**src/rtl/cla_addsub_pipe.sv**
```systemverilog
// Pipelined carry-lookahead adder/subtractor with valid/ready on both sides.
// Optional saturation (ports sat_mode/sat) is enabled by defining CLA_ADDSUB_SAT_EN.
module cla_addsub_pipe #(
    parameter int WIDTH  = 32,
    parameter int BLOCK  = 8,
    parameter int STAGES = 4
) (
    input  logic             clock,
    input  logic             reset_n,
`ifdef CLA_ADDSUB_SAT_EN
    input  logic             sat_mode,
    output logic             sat,
`endif
    input  logic             in_valid,
    output logic             in_ready,
    input  logic [WIDTH-1:0] in1,
    input  logic [WIDTH-1:0] in2,
    input  logic             sub,
    input  logic             cin,
    output logic             out_valid,
    input  logic             out_ready,
    output logic [WIDTH-1:0] sum,
    output logic             cout,
    output logic             overflow,
    output logic             zero
);
    localparam int NG  = WIDTH / BLOCK;
    localparam int GPS = NG / STAGES;
    localparam int MID = (STAGES > 1) ? STAGES - 1 : 1;
    localparam int L   = STAGES - 1;

    if (((WIDTH % BLOCK) != 0) || ((NG % STAGES) != 0)) begin : g_bad_params
        $error("cla_addsub_pipe: WIDTH/BLOCK/STAGES divisibility violated");
    end

    // Resolves groups k*GPS..(k+1)*GPS-1; returns {carry out of the stage, partial sum}.
    function automatic logic [WIDTH:0] stage_calc(input logic [WIDTH-1:0] a,
                                                  input logic [WIDTH-1:0] b,
                                                  input logic [WIDTH-1:0] psum,
                                                  input logic c_in,
                                                  input int k);
        logic [WIDTH-1:0] x, gb, s;
        logic c, gg, gp, bc;
        int idx;
        x  = a ^ b;
        gb = a & b;
        s  = psum;
        c  = c_in;
        for (int i = 0; i < GPS; i++) begin
            gg = 1'b0;
            gp = 1'b1;
            bc = c;
            for (int j = 0; j < BLOCK; j++) begin
                idx    = (k * GPS + i) * BLOCK + j;
                gg     = gb[idx] | (x[idx] & gg);
                gp     = gp & x[idx];
                s[idx] = x[idx] ^ bc;
                bc     = gb[idx] | (x[idx] & bc);
            end
            c = gg | (gp & c);
        end
        return {c, s};
    endfunction

    logic [WIDTH-1:0]  r_a   [MID];
    logic [WIDTH-1:0]  r_b   [MID];
    logic [WIDTH-1:0]  r_ps  [MID];
    logic [MID-1:0]    r_c;
    logic [MID-1:0]    r_vld;
    logic              r_out_valid;
    logic [WIDTH-1:0]  r_sum;
    logic              r_cout;
    logic              r_ovf;
    logic              r_zero;

    logic [WIDTH-1:0]  w_a   [STAGES];
    logic [WIDTH-1:0]  w_b   [STAGES];
    logic [WIDTH-1:0]  w_ps  [STAGES];
    logic [WIDTH:0]    w_res [STAGES];
    logic [STAGES-1:0] w_c;
    logic [STAGES-1:0] w_v;
    logic [STAGES-1:0] w_adv;

    // Operands are stored already in effective form, so subtraction is just addition.
    assign w_a[0]  = in1;
    assign w_b[0]  = in2 ^ {WIDTH{sub}};
    assign w_ps[0] = '0;
    assign w_c[0]  = sub ? ~cin : cin;
    assign w_v[0]  = in_valid;

    for (genvar k = 1; k < STAGES; k++) begin : g_link
        assign w_a[k]  = r_a[k-1];
        assign w_b[k]  = r_b[k-1];
        assign w_ps[k] = r_ps[k-1];
        assign w_c[k]  = r_c[k-1];
        assign w_v[k]  = r_vld[k-1];
    end

    for (genvar k = 0; k < STAGES; k++) begin : g_calc
        assign w_res[k] = stage_calc(w_a[k], w_b[k], w_ps[k], w_c[k], k);
    end

    // Handshake: a transfer happens on a rising edge where valid && ready; a
    // register advances when it is empty or its successor advances, and
    // in_ready is the stage-0 advance, combinational from out_ready.
    always_comb begin
        w_adv    = '0;
        w_adv[L] = !r_out_valid || out_ready;
        for (int k = STAGES - 2; k >= 0; k--) begin
            w_adv[k] = !r_vld[k] || w_adv[k+1];
        end
    end

    assign in_ready = w_adv[0];

    always_ff @(posedge clock or negedge reset_n) begin
        if (!reset_n) begin
            r_vld <= '0;
            r_c   <= '0;
            for (int k = 0; k < MID; k++) begin
                r_a[k]  <= '0;
                r_b[k]  <= '0;
                r_ps[k] <= '0;
            end
        end else begin
            for (int k = 0; k < STAGES - 1; k++) begin
                if (w_adv[k]) begin
                    r_vld[k] <= w_v[k];
                    if (w_v[k]) begin
                        r_a[k]  <= w_a[k];
                        r_b[k]  <= w_b[k];
                        r_ps[k] <= w_res[k][WIDTH-1:0];
                        r_c[k]  <= w_res[k][WIDTH];
                    end
                end
            end
        end
    end

    logic [WIDTH-1:0] w_fin_sum;
    logic [WIDTH-1:0] w_fin_res;
    logic             w_fin_cout;
    logic             w_fin_cmsb;
    logic             w_fin_ovf;
    logic             w_fin_sat;

    assign w_fin_sum  = w_res[L][WIDTH-1:0];
    assign w_fin_cout = w_res[L][WIDTH];
    // Carry into the MSB recovered from the MSB sum bit.
    assign w_fin_cmsb = w_a[L][WIDTH-1] ^ w_b[L][WIDTH-1] ^ w_fin_sum[WIDTH-1];
    assign w_fin_ovf  = w_fin_cmsb ^ w_fin_cout;

`ifdef CLA_ADDSUB_SAT_EN
    logic [MID-1:0]    r_sm;
    logic [STAGES-1:0] w_sm;
    logic              r_sat;

    assign w_sm[0] = sat_mode;
    for (genvar k = 1; k < STAGES; k++) begin : g_sm_link
        assign w_sm[k] = r_sm[k-1];
    end

    always_ff @(posedge clock or negedge reset_n) begin
        if (!reset_n) begin
            r_sm <= '0;
        end else begin
            for (int k = 0; k < STAGES - 1; k++) begin
                if (w_adv[k] && w_v[k]) r_sm[k] <= w_sm[k];
            end
        end
    end

    // Overflow implies equal operand signs, so operand A's sign picks the limit.
    assign w_fin_sat = w_sm[L] & w_fin_ovf;
    assign w_fin_res = !w_fin_sat ? w_fin_sum :
                       w_a[L][WIDTH-1] ? {1'b1, {(WIDTH-1){1'b0}}} : {1'b0, {(WIDTH-1){1'b1}}};

    always_ff @(posedge clock or negedge reset_n) begin
        if (!reset_n) begin
            r_sat <= 1'b0;
        end else if (w_adv[L] && w_v[L]) begin
            r_sat <= w_fin_sat;
        end
    end

    assign sat = r_sat;
`else
    assign w_fin_sat = 1'b0;
    assign w_fin_res = w_fin_sum;
`endif

    always_ff @(posedge clock or negedge reset_n) begin
        if (!reset_n) begin
            r_out_valid <= 1'b0;
            r_sum       <= '0;
            r_cout      <= 1'b0;
            r_ovf       <= 1'b0;
            r_zero      <= 1'b0;
        end else if (w_adv[L]) begin
            r_out_valid <= w_v[L];
            if (w_v[L]) begin
                r_sum  <= w_fin_res;
                r_cout <= w_fin_cout;
                r_ovf  <= w_fin_ovf;
                r_zero <= (w_fin_res == '0);
            end
        end
    end

    assign out_valid = r_out_valid;
    assign sum       = r_sum;
    assign cout      = r_cout;
    assign overflow  = r_ovf;
    assign zero      = r_zero;

endmodule
```
**config.mk**
```make
export PLATFORM = sky130hd
export DESIGN_NAME = cla_addsub_pipe
export DESIGN_NICKNAME = d
export VERILOG_FILES = /design/src/rtl/cla_addsub_pipe.sv
export SDC_FILE = /design/constraint.sdc
export NUM_CORES = 1
export LEC_CHECK = 0
export ABC_AREA = 1
export BUFFER_PORTS_ARGS = -buffer_cell sky130_fd_sc_hd__buf_2
export CORE_MARGIN = 3
export CORE_UTILIZATION = 63
export DETAILED_ROUTE_END_ITERATION = 16
export PLACE_DENSITY = 0.87
export REMOVE_ABC_BUFFERS = 1
export SYNTH_ARGS = -nofsm -noshare
export SYNTH_HDL_FRONTEND = slang
export SYNTH_SLANG_ARGS = --single-unit
```
**constraint.sdc**
```tcl
create_clock -name clock -period 10.7 [get_ports clock]
set_input_delay 1.605 -clock clock [delete_from_list [all_inputs] [get_ports clock]]
set_output_delay 1.605 -clock clock [all_outputs]
set_load 0.05 [all_outputs]
```
# Yosys cells after proc, flatten, opt, wreduce, memory -nomap -nowiden
# Cells that the tools add are included.
[totals]
in_bits = 70
reg_bits = 282
wordCells = 227
[op_classes]
reduce_logical = 13
n_mux = 1
bitwise_logic = 193
[op_table]
columns = ["operator", "n"]
rows = [
  ["$and 1x1->1", 88],
  ["$xor 32x32->32", 2],
  ["$or 1x1->1", 60],
  ["$xor 1x1->1", 35],
  ["$and 32x32->32", 1],
  ["$logic_not 32->1", 1],
  ["$and 24x24->24", 1],
  ["$xor 24x24->24", 1],
  ["$and 16x16->16", 1],
  ["$xor 16x16->16", 1],
  ["$and 8x8->8", 1],
  ["$reduce_and 2->1", 4],
  ["$xor 8x8->8", 1],
  ["$logic_not 1->1", 4],
  ["$logic_or 1x1->1", 4],
  ["$mux 1", 1],
  ["$not 1->1", 1],
]

# Depth between registers and ports, before layout
# Gate-level depths: netlist of the first run.
[depth]
depth_word = 18
depth_mapped = 17

# Worst setup path before layout of the first run
# No wires, ideal clock.
[synth_path]
kind = "input to register"
startpoint = "input sub"
endpoint = "register r_ps[71] in the netlist's numbering"
t_arrival_ns = 5.261
required_time_ns = 10.579
stages = 13
setup_ns = 0.121
slack_ns = 5.319
n_path_buf = 2
cell_sequence = "buf_2 -> buf_2 -> xnor2_1 -> fa_1 -> fa_1 -> fa_1 -> fa_1 -> fa_1 -> fa_1 -> fa_1 -> xnor2_1 -> nand2_1 -> o21ai_1"
[synth_between]
elab_chain_len = 17
word_cells_on_any_way = 19
classes_between = "mux (1); bitwise (18)"
[synth_lines]
columns = ["element", "line", "source"]
rows = [
  ["from (decl)", "18", "input logic sub,"],
  ["$xor 32x32->32", "86", "assign w_b[0] = in2 ^ {WIDTH{sub}};"],
  ["$xor 8x8->8", "45", "x = a ^ b;"],
  ["$and 1x1->1", "58", "bc = gb[idx] | (x[idx] & bc);"],
  ["$or 1x1->1", "58", ""],
  ["$and 1x1->1", "58", ""],
  ["$or 1x1->1", "58", ""],
  ["$and 1x1->1", "58", ""],
  ["$or 1x1->1", "58", ""],
  ["$and 1x1->1", "58", ""],
  ["$or 1x1->1", "58", ""],
  ["$and 1x1->1", "58", ""],
  ["$or 1x1->1", "58", ""],
  ["$and 1x1->1", "58", ""],
  ["$or 1x1->1", "58", ""],
  ["$and 1x1->1", "58", ""],
  ["$or 1x1->1", "58", ""],
  ["$xor 1x1->1 (*)", "57", "s[idx] = x[idx] ^ bc;"],
  ["to (signal, indexed assignment)", "132", "r_ps[k] <= w_res[k][WIDTH-1:0];"],
  ["to (decl)", "67", "logic [WIDTH-1:0] r_ps [MID];"],
]
# Every way passes the cells marked *; elsewhere a longest branch is shown, timed or not.
# A chain may end at the register's enable or synchronous reset.

# Worst setup path after layout of the first run
# Ends and elaborated chain as after synthesis.

==> results of run 1 <==
-- metal layers --
layer | vias up | part of all wire (%)
li1 | 3098 | -
met1 | 3086 | 43
met2 | 144 | 50
met3 | 28 | 4.9
met4 | 0 | 1.9
met5 | - | 0
-- area by class of cell --
class	instances	area share, %
sequential	186	46.6
multi-input combinational	597	34.9
timing repair buffer	110	5.67
clock buffer	23	5.08
inverter	118	4.48
tap	176	2.20
clock inverter	7	1.13
-- registers in the layout (all words and copies together), names as in the netlist --
register / cells
r_vld: 3
out_valid: 1
r_b: 48
overflow: 1
zero: 1
r_c: 3
r_a: 48
r_ps: 48
cout: 1
sum: 32
-- logic make-up (layout without fill, tap and decap cells) --
logic type                 Yosys count  count (layout)
DFF                                186             186
adders and majority gates           60              60
and+or+nand+nor                    361             361
xor gates and xnor gates            36              36
AOI/OAI and AO/OA                  140             140
buffers and inverters              156             258
-- power groups by stage --
stage	sequential, mW	combinational [mW]	clock (mW)
2_1_floorplan	1.24	0.393	0
3_3_place_gp	1.05	0.785	0
3_5_place_dp	1.07	0.816	0
4_1_cts	1.06	0.830	0.658
5_1_grt	1.08	0.925	0.686
6_report	1.06	0.821	0.652
-- worst max-delay path by stage --
stage | end | slack, ns | cells after the start
after floorplan | r_ps[71]$_DFFE_PN0P_ | 5.62 | 14
after global placement | r_ps[71]$_DFFE_PN0P_ | 4.95 | 15
after detailed placement | r_ps[71]$_DFFE_PN0P_ | 4.86 | 15
after CTS | r_ps[71]$_DFFE_PN0P_ | 5.32 | 15
after global routing | r_ps[71]$_DFFE_PN0P_ | 5.03 | 15
final | r_ps[71]$_DFFE_PN0P_ | 5.33 | 15
-- critical path: cells and delay by family --
kind / cells / cell delay [ns]
buffers and inverters: 3 / 0.59
AO/OA/AOI/OAI: 1 / 0.07
AND/OR/NAND/NOR: 3 / 0.27
XOR/XNOR: 1 / 0.13
adder cells (fa/ha/maj): 7 / 2.95
-- cell usage after synthesis (3+ instances only) --
cell      number  area share [%]
xor2_1        19             1.9
nor2_1        13            0.56
inv_1        110             4.7
nand2_1      314              13
ha_1          32             4.6
o21ai_0       73             4.2
inv_2          7            0.30
xnor2_1       17             1.7
buf_2         22             1.3
dfrtp_1      186              53
nor4_1         5            0.36
nand3_1        7            0.40
o21ai_1       45             2.6
nand4_1        6            0.43
buf_6          4            0.51
fa_1          28             6.4
nor2_2         3            0.21
a21oi_1        6            0.34
clkbuf_1      12            0.51
o21ai_2       12             1.2
nand2_2        8            0.57
-- through the flow --
stage	power (mW)	worst slack, ns
after floorplan	1.63	5.62
after global placement	1.84	4.95
after detailed placement	1.88	4.86
after CTS	2.55	5.32
after global routing	2.69	5.03
final	2.53	5.33
==> results.json, run 1 <==
{
  "status": "complete, no violations",
  "clk_pin_slew_worst_paths_ns": 0.06,
  "r2r_end": "zero$_DFFE_PN0P_",
  "critPathArrivalTime_ns": 5.65,
  "p_sw_uw": 956,
  "final_hold_viol_count": 0,
  "start_util_pct": 65.3,
  "grt_use_total_pct": 23.9,
  "holdCritStartpoint": "sum[30]$_DFFE_PN0P_",
  "cts_made_buffers": 17,
  "skew_ns": 0.00801,
  "regArea_um2": 4650,
  "drt_drc_violations_left": 0,
  "htree_num_levels": 4,
  "worstSetupStartpointType": "input pin",
  "synth-xor-area-share_pct": 3.59,
  "syn_inst": 939,
  "cts-resized-gates": 0,
  "multi_input_area_um2": 3490,
  "grt_pass1_vias": 6162,
  "wl_per_cell_um": 14.0,
  "use_met3_pct": 5.40,
  "peakVddDrop_uv": 141,
  "clock_sinks": 186,
  "ys_seq_elements": 186,
  "synthMuxAreaShare_pct": 0,
  "setup_viol": 0,
  "portBuffers": 106,
  "die_x_um": 124,
  "period_share_pct": 50.2,
  "fp.coreArea_um2": 13500,
  "tightest_slew_ns": 1.04,
  "clkPwrFrac_pct": 25.8,
  "synthToLayoutAreaGrowth_pct": 13.7,
  "post-cts-setup-buffer-count": 0,
  "finish.instance_area_um2": 10000,
  "die_y_um": 124,
  "drt-initial-drc-count": 386,
  "placed_cells": 1187,
  "synth_fa_ha_area_share_pct": 10.9,
  "mostFrequentLayoutCells": "nand2_1 (314), dfrtp_1 (186), inv_1 (110)",
  "drive_gt1_share_pct": 16.8,
  "slowest_delay_ns": 0.46,
  "clock_latency_ns": 0.42,
  "fill_cells": 951,
  "syn_area_um2": 8790,
  "dr.pass1.iters": 5,
  "fin_crit_ns": 5.37,
  "maxCapViolations": 0,
  "leakagePower_nw": 5.31,
  "critPathSlowestCell": "buf_4",
  "path_cells": "buf_2 -> buf_4 -> nand2_1 -> nand2_1 -> inv_1 -> fa_1 -> fa_1 -> fa_1 -> fa_1 -> fa_1 -> fa_1 -> fa_1 -> xnor2_1 -> nand2_1 -> o21ai_1",
  "nets": 1160,
  "rsz0062_at_grt": "false",
  "synth_edf_count": 0,
  "hold_buffers": 0,
  "worstHoldPathType": "flip-flop to flip-flop",
  "r2r_slack_ns": 6.83,
  "synth-seq-area-share_pct": 52.9,
  "cts_buffer_depth": 2,
  "grt_max_degree": 101,
  "met2_usage_pct": 39.5,
  "num_vias": 6356,
  "num_io_pins": 107,
  "grt_pass1_wl_um": 28500,
  "synth_cell_types": 29,
  "path_max_fanout": 34,
  "gp_congestion": 0.808,
  "post_dp_cell_area_um2": 9380,
  "finalSetupTns_ns": 0,
  "power_density_nw_per_um2": 253,
  "die_area_um2": 15400,
  "worst_path_most_repeated_cell": "fa_1",
  "cts_tree": "built",
  "final_common_cell": "nand2_1",
  "routed_via_density": 5.22,
  "postLayoutCoreUtil_pct": 74.3,
  "antennaDiodeCount": 0,
  "synthSimpleGateAreaFrac_pct": 16.6,
  "r2r_start": "r_a[24]$_DFFE_PN0P_",
  "swShare_pct": 37.8,
  "cp.required_ns": 10.98,
  "p_int_mw": 1.57,
  "root_buffer": "clkbuf_16",
  "overflow": 0,
  "slew_headroom_pct": 30.7,
  "p_comb_share_pct": 32.4,
  "timing.fmax_mhz": 186,
  "holdPathStages": 2,
  "antenna_found_initial": 0,
  "slew_violations": 0,
  "reg2regPathDepth": 13,
  "stdcell_count": 1217,
  "ys.flop_type": "dfrtp_1",
  "synth_top_family_by_area": "simple AND/OR/NAND/NOR gates",
  "dpl.hpwl_um": 11400,
  "grt.met1_usage_pct": 32.0,
  "async_flop_share_pct": 100,
  "grt_busiest_layer": "met2",
  "syn_area_per_cell_um2": 9.36,
  "rows": 42,
  "startpoint": "sub",
  "ys_warn_count": 0,
  "critPathKind": "input pin to flip-flop",
  "whs_ns": 0.468,
  "p_seq_share_pct": 41.8,
  "crit_path_end_kind": "flip-flop",
  "antenna_left": 0,
  "synth-compound-area-share_pct": 8.57,
  "wl_um": 17000,
  "holdPathEnd": "sum[30]$_DFFE_PN0P_"
}
Note: power is estimated with default switching activity, not from simulation.
==> inputs of run 2 (changes only) <==
--- a/config.mk
+++ b/config.mk
@@ -5,12 +5,12 @@
 export SDC_FILE = /design/constraint.sdc
 export NUM_CORES = 1
 export LEC_CHECK = 0
-export ABC_AREA = 1
+export ABC_AREA = 0
 export BUFFER_PORTS_ARGS = -buffer_cell sky130_fd_sc_hd__buf_2
 export CORE_MARGIN = 3
-export CORE_UTILIZATION = 63
+export CORE_UTILIZATION = 52
 export DETAILED_ROUTE_END_ITERATION = 16
-export PLACE_DENSITY = 0.87
+export PLACE_DENSITY = 0.78
 export REMOVE_ABC_BUFFERS = 1
 export SYNTH_ARGS = -nofsm -noshare
 export SYNTH_HDL_FRONTEND = slang
==> constraint.sdc (replaced) <==
create_clock -name clock -period 4.5 [get_ports clock]
set_input_delay 0.675 -clock clock [delete_from_list [all_inputs] [get_ports clock]]
set_output_delay 0.675 -clock clock [all_outputs]
set_load 0.05 [all_outputs]
==> results.json, run 2 <==
{
  "status": "complete, no violations",
  "die_area_um2": 18000,
  "drt_drc_violations_left": 0,
  "worst_path_most_repeated_cell": "fa_1",
  "syn_area_um2": 8530,
  "dr.pass1.iters": 4,
  "cp_top_family": "adder cells",
  "num_io_pins": 107,
  "antenna_found_initial": 0,
  "syn_area_per_cell_um2": 13.6,
  "worstHoldPathType": "input pin to asynchronous set/reset pin",
  "grt_max_degree": 95,
  "portBuffers": 106,
  "critPathKind": "flip-flop to flip-flop",
  "synth-compound-area-share_pct": 4.84,
  "drive_gt1_share_pct": 38.5,
  "synth_area_leaders": "dfrtp_1 (55%), mux2_2 (18%), fa_1 (6.6%)",
  "path_cells": "inv_1 -> fa_1 -> inv_1 -> fa_1 -> fa_1 -> fa_1 -> fa_1 -> fa_1 -> fa_1 -> nor4_1 -> nand4_1 -> o41ai_1",
  "synth_edf_count": 0,
  "syn_inst": 626,
  "fp.coreArea_um2": 15900,
  "wl_per_cell_um": 17.3,
  "fill_cells": 1228,
  "synthMuxAreaShare_pct": 18.2,
  "fin_crit_ns": 4.04,
  "cts_tree": "built",
  "nets": 862,
  "num_vias": 5051,
  "path_max_fanout": 2,
  "r2r_end": "zero$_DFFE_PN0P_",
  "slowest_delay_ns": 0.47,
  "cts-resized-gates": 0,
  "rsz0062_at_grt": "false",
  "final_hold_viol_count": 0,
  "final_common_cell": "dfrtp_1",
  "synthSimpleGateAreaFrac_pct": 4.33,
  "synth_top_area_share_pct": 54.6,
  "multi_input_area_um2": 3630,
  "grt_pass1_wl_um": 27800,
  "die_y_um": 134,
  "synth_top_family_by_area": "multiplexers",
  "async_flop_share_pct": 100,
  "post_dp_cell_area_um2": 9270,
  "clkPwrFrac_pct": 22.5,
  "rows": 46,
  "maxCapViolations": 0,
  "clock_sinks": 186,
  "antennaDiodeCount": 0,
  "ys.flop_type": "dfrtp_1",
  "overflow": 0,
  "mostFrequentLayoutCells": "dfrtp_1 (186), mux2_2 (137), buf_2 (105)",
  "leakagePower_nw": 4.52,
  "synth-xor-area-share_pct": 3.90,
  "antenna_left": 0,
  "timing.fmax_mhz": 247,
  "p_int_mw": 4.11,
  "cts_buffer_depth": 2,
  "setup_viol": 0,
  "routed_via_density": 5.27,
  "r2r_start": "r_c[2]$_DFFE_PN0P_",
  "ys_seq_elements": 186,
  "htree_num_levels": 4,
  "power_density_nw_per_um2": 656,
  "cp.required_ns": 4.81,
  "swShare_pct": 36.4,
  "ys_top_cells_by_count": "dfrtp_1 (186), mux2_2 (137), nand2_1 (50)",
  "worstSetupStartpointType": "flip-flop",
  "gp_congestion": 0.844,
  "drt-initial-drc-count": 184,
  "root_buffer": "clkbuf_16",
  "cts_made_buffers": 17,
  "cp.depth": 12,
  "die_x_um": 134,
  "clock_latency_ns": 0.43,
  "finalSetupTns_ns": 0,
  "start_util_pct": 53.5,
  "clk_pin_slew_worst_paths_ns": 0.07,
  "reg2regPathDepth": 12,
  "synth_most_common_cell": "dfrtp_1",
  "regArea_um2": 4650,
  "skew_ns": 0.00725,
  "p_sw_mw": 2.35,
  "worst-path-buf-inv": 2,
  "critPathArrivalTime_ns": 4.35,
  "grt_use_total_pct": 19.7,
  "critPathSlowestCell": "fa_1",
  "r2r_slack_ns": 0.46,
  "synth_cell_types": 37,
  "slew_headroom_pct": 28.7,
  "reg_top3": "r_a: 48 flops, r_b: 48 flops, r_ps: 48 flops",
  "synth_fa_ha_area_share_pct": 11.3,
  "peakVddDrop_uv": 297,
  "wl_um": 16600,
  "grt_pass1_vias": 5546,
  "post-cts-setup-buffer-count": 0,
  "hold_buffers": 0,
  "p_comb_share_pct": 36.0,
  "tightest_slew_ns": 1.07,
  "synthToLayoutAreaGrowth_pct": 15.4,
  "yosys.area.top_type": "dfrtp_1",
  "dpl.hpwl_um": 11700,
  "finish.instance_area_um2": 9850,
  "slew_violations": 0,
  "period_share_pct": 89.8,
  "ys_warn_count": 0,
  "p_seq_share_pct": 41.5,
  "crit_path_end_kind": "flip-flop",
  "synth-seq-area-share_pct": 54.6
}
[run 2: changes by cell type in the layout (fill, tap and decap cells not counted), sizes merged, moves of 8 or more]
cell	before	now
xor2	19	11
xnor2	17	27
o21ai	130	47
mux2	0	138
nor2	19	1
inv	118	28
nand2	323	50
[run 2: cells by family after synthesis]
family,Yosys count
DFF,186
AOI/OAI and AO/OA,71
and+or+nand+nor,79
buffers and inverters,54
adders and majority gates,60
xor gates and xnor gates,38
muxes,138
[run 2: area by class of cell]
cell class,instances,share of cell area [%]
clock inverter,6,0.622
clock buffer,24,5.30
multi-input combinational,386,36.9
tap,216,2.74
sequential,186,47.3
timing repair buffer,113,6.11
inverter,28,1.07
[run 2: worst max-delay path by stage]
stage | slack [ns] | end | startpoint
floorplan | 0.34 | r_ps[71]$_DFFE_PN0P_ | sub
global placement | 0.11 | r_ps[71]$_DFFE_PN0P_ | sub
detailed placement | 0.06 | r_ps[71]$_DFFE_PN0P_ | sub
CTS | 0.43 | zero$_DFFE_PN0P_ | r_a[24]$_DFFE_PN0P_
global route | 0.22 | zero$_DFFE_PN0P_ | r_c[2]$_DFFE_PN0P_
finish | 0.46 | zero$_DFFE_PN0P_ | r_c[2]$_DFFE_PN0P_
[run 2: power by group through the flow]
stage               Sequential [mW]  Clock [mW]  Combinational, mW
detailed placement             2.71           0               2.33
global route                   2.76        1.55               2.55
global placement               2.67           0               2.24
CTS                            2.68        1.49               2.35
floorplan                      3.11           0               1.21
finish                         2.68        1.45               2.33
[run 2: stage by stage]
stage               power (mW)  cells  setup WS (ns)  util [%]  hold WS [ns]
global route              6.87    959          0.218      61.8         0.381
detailed placement        5.03    929         0.0555      58.1         0.468
finish                    6.46    959          0.457      61.8         0.321
global placement          4.90    929          0.108      58.1         0.460
CTS                       6.53    959          0.432      61.8         0.349
floorplan                 4.32    600          0.336         -         0.379
[run 2: routing by layer]
layer / vias up / GRT usage [%] / share of wire [%]
met4: 0 / 7.69 / 2.3
met3: 28 / 3.53 / 3.2
met5: - / 0 / 0
li1: 2366 / - / -
met2: 94 / 33.7 / 51
met1: 2563 / 25.2 / 43
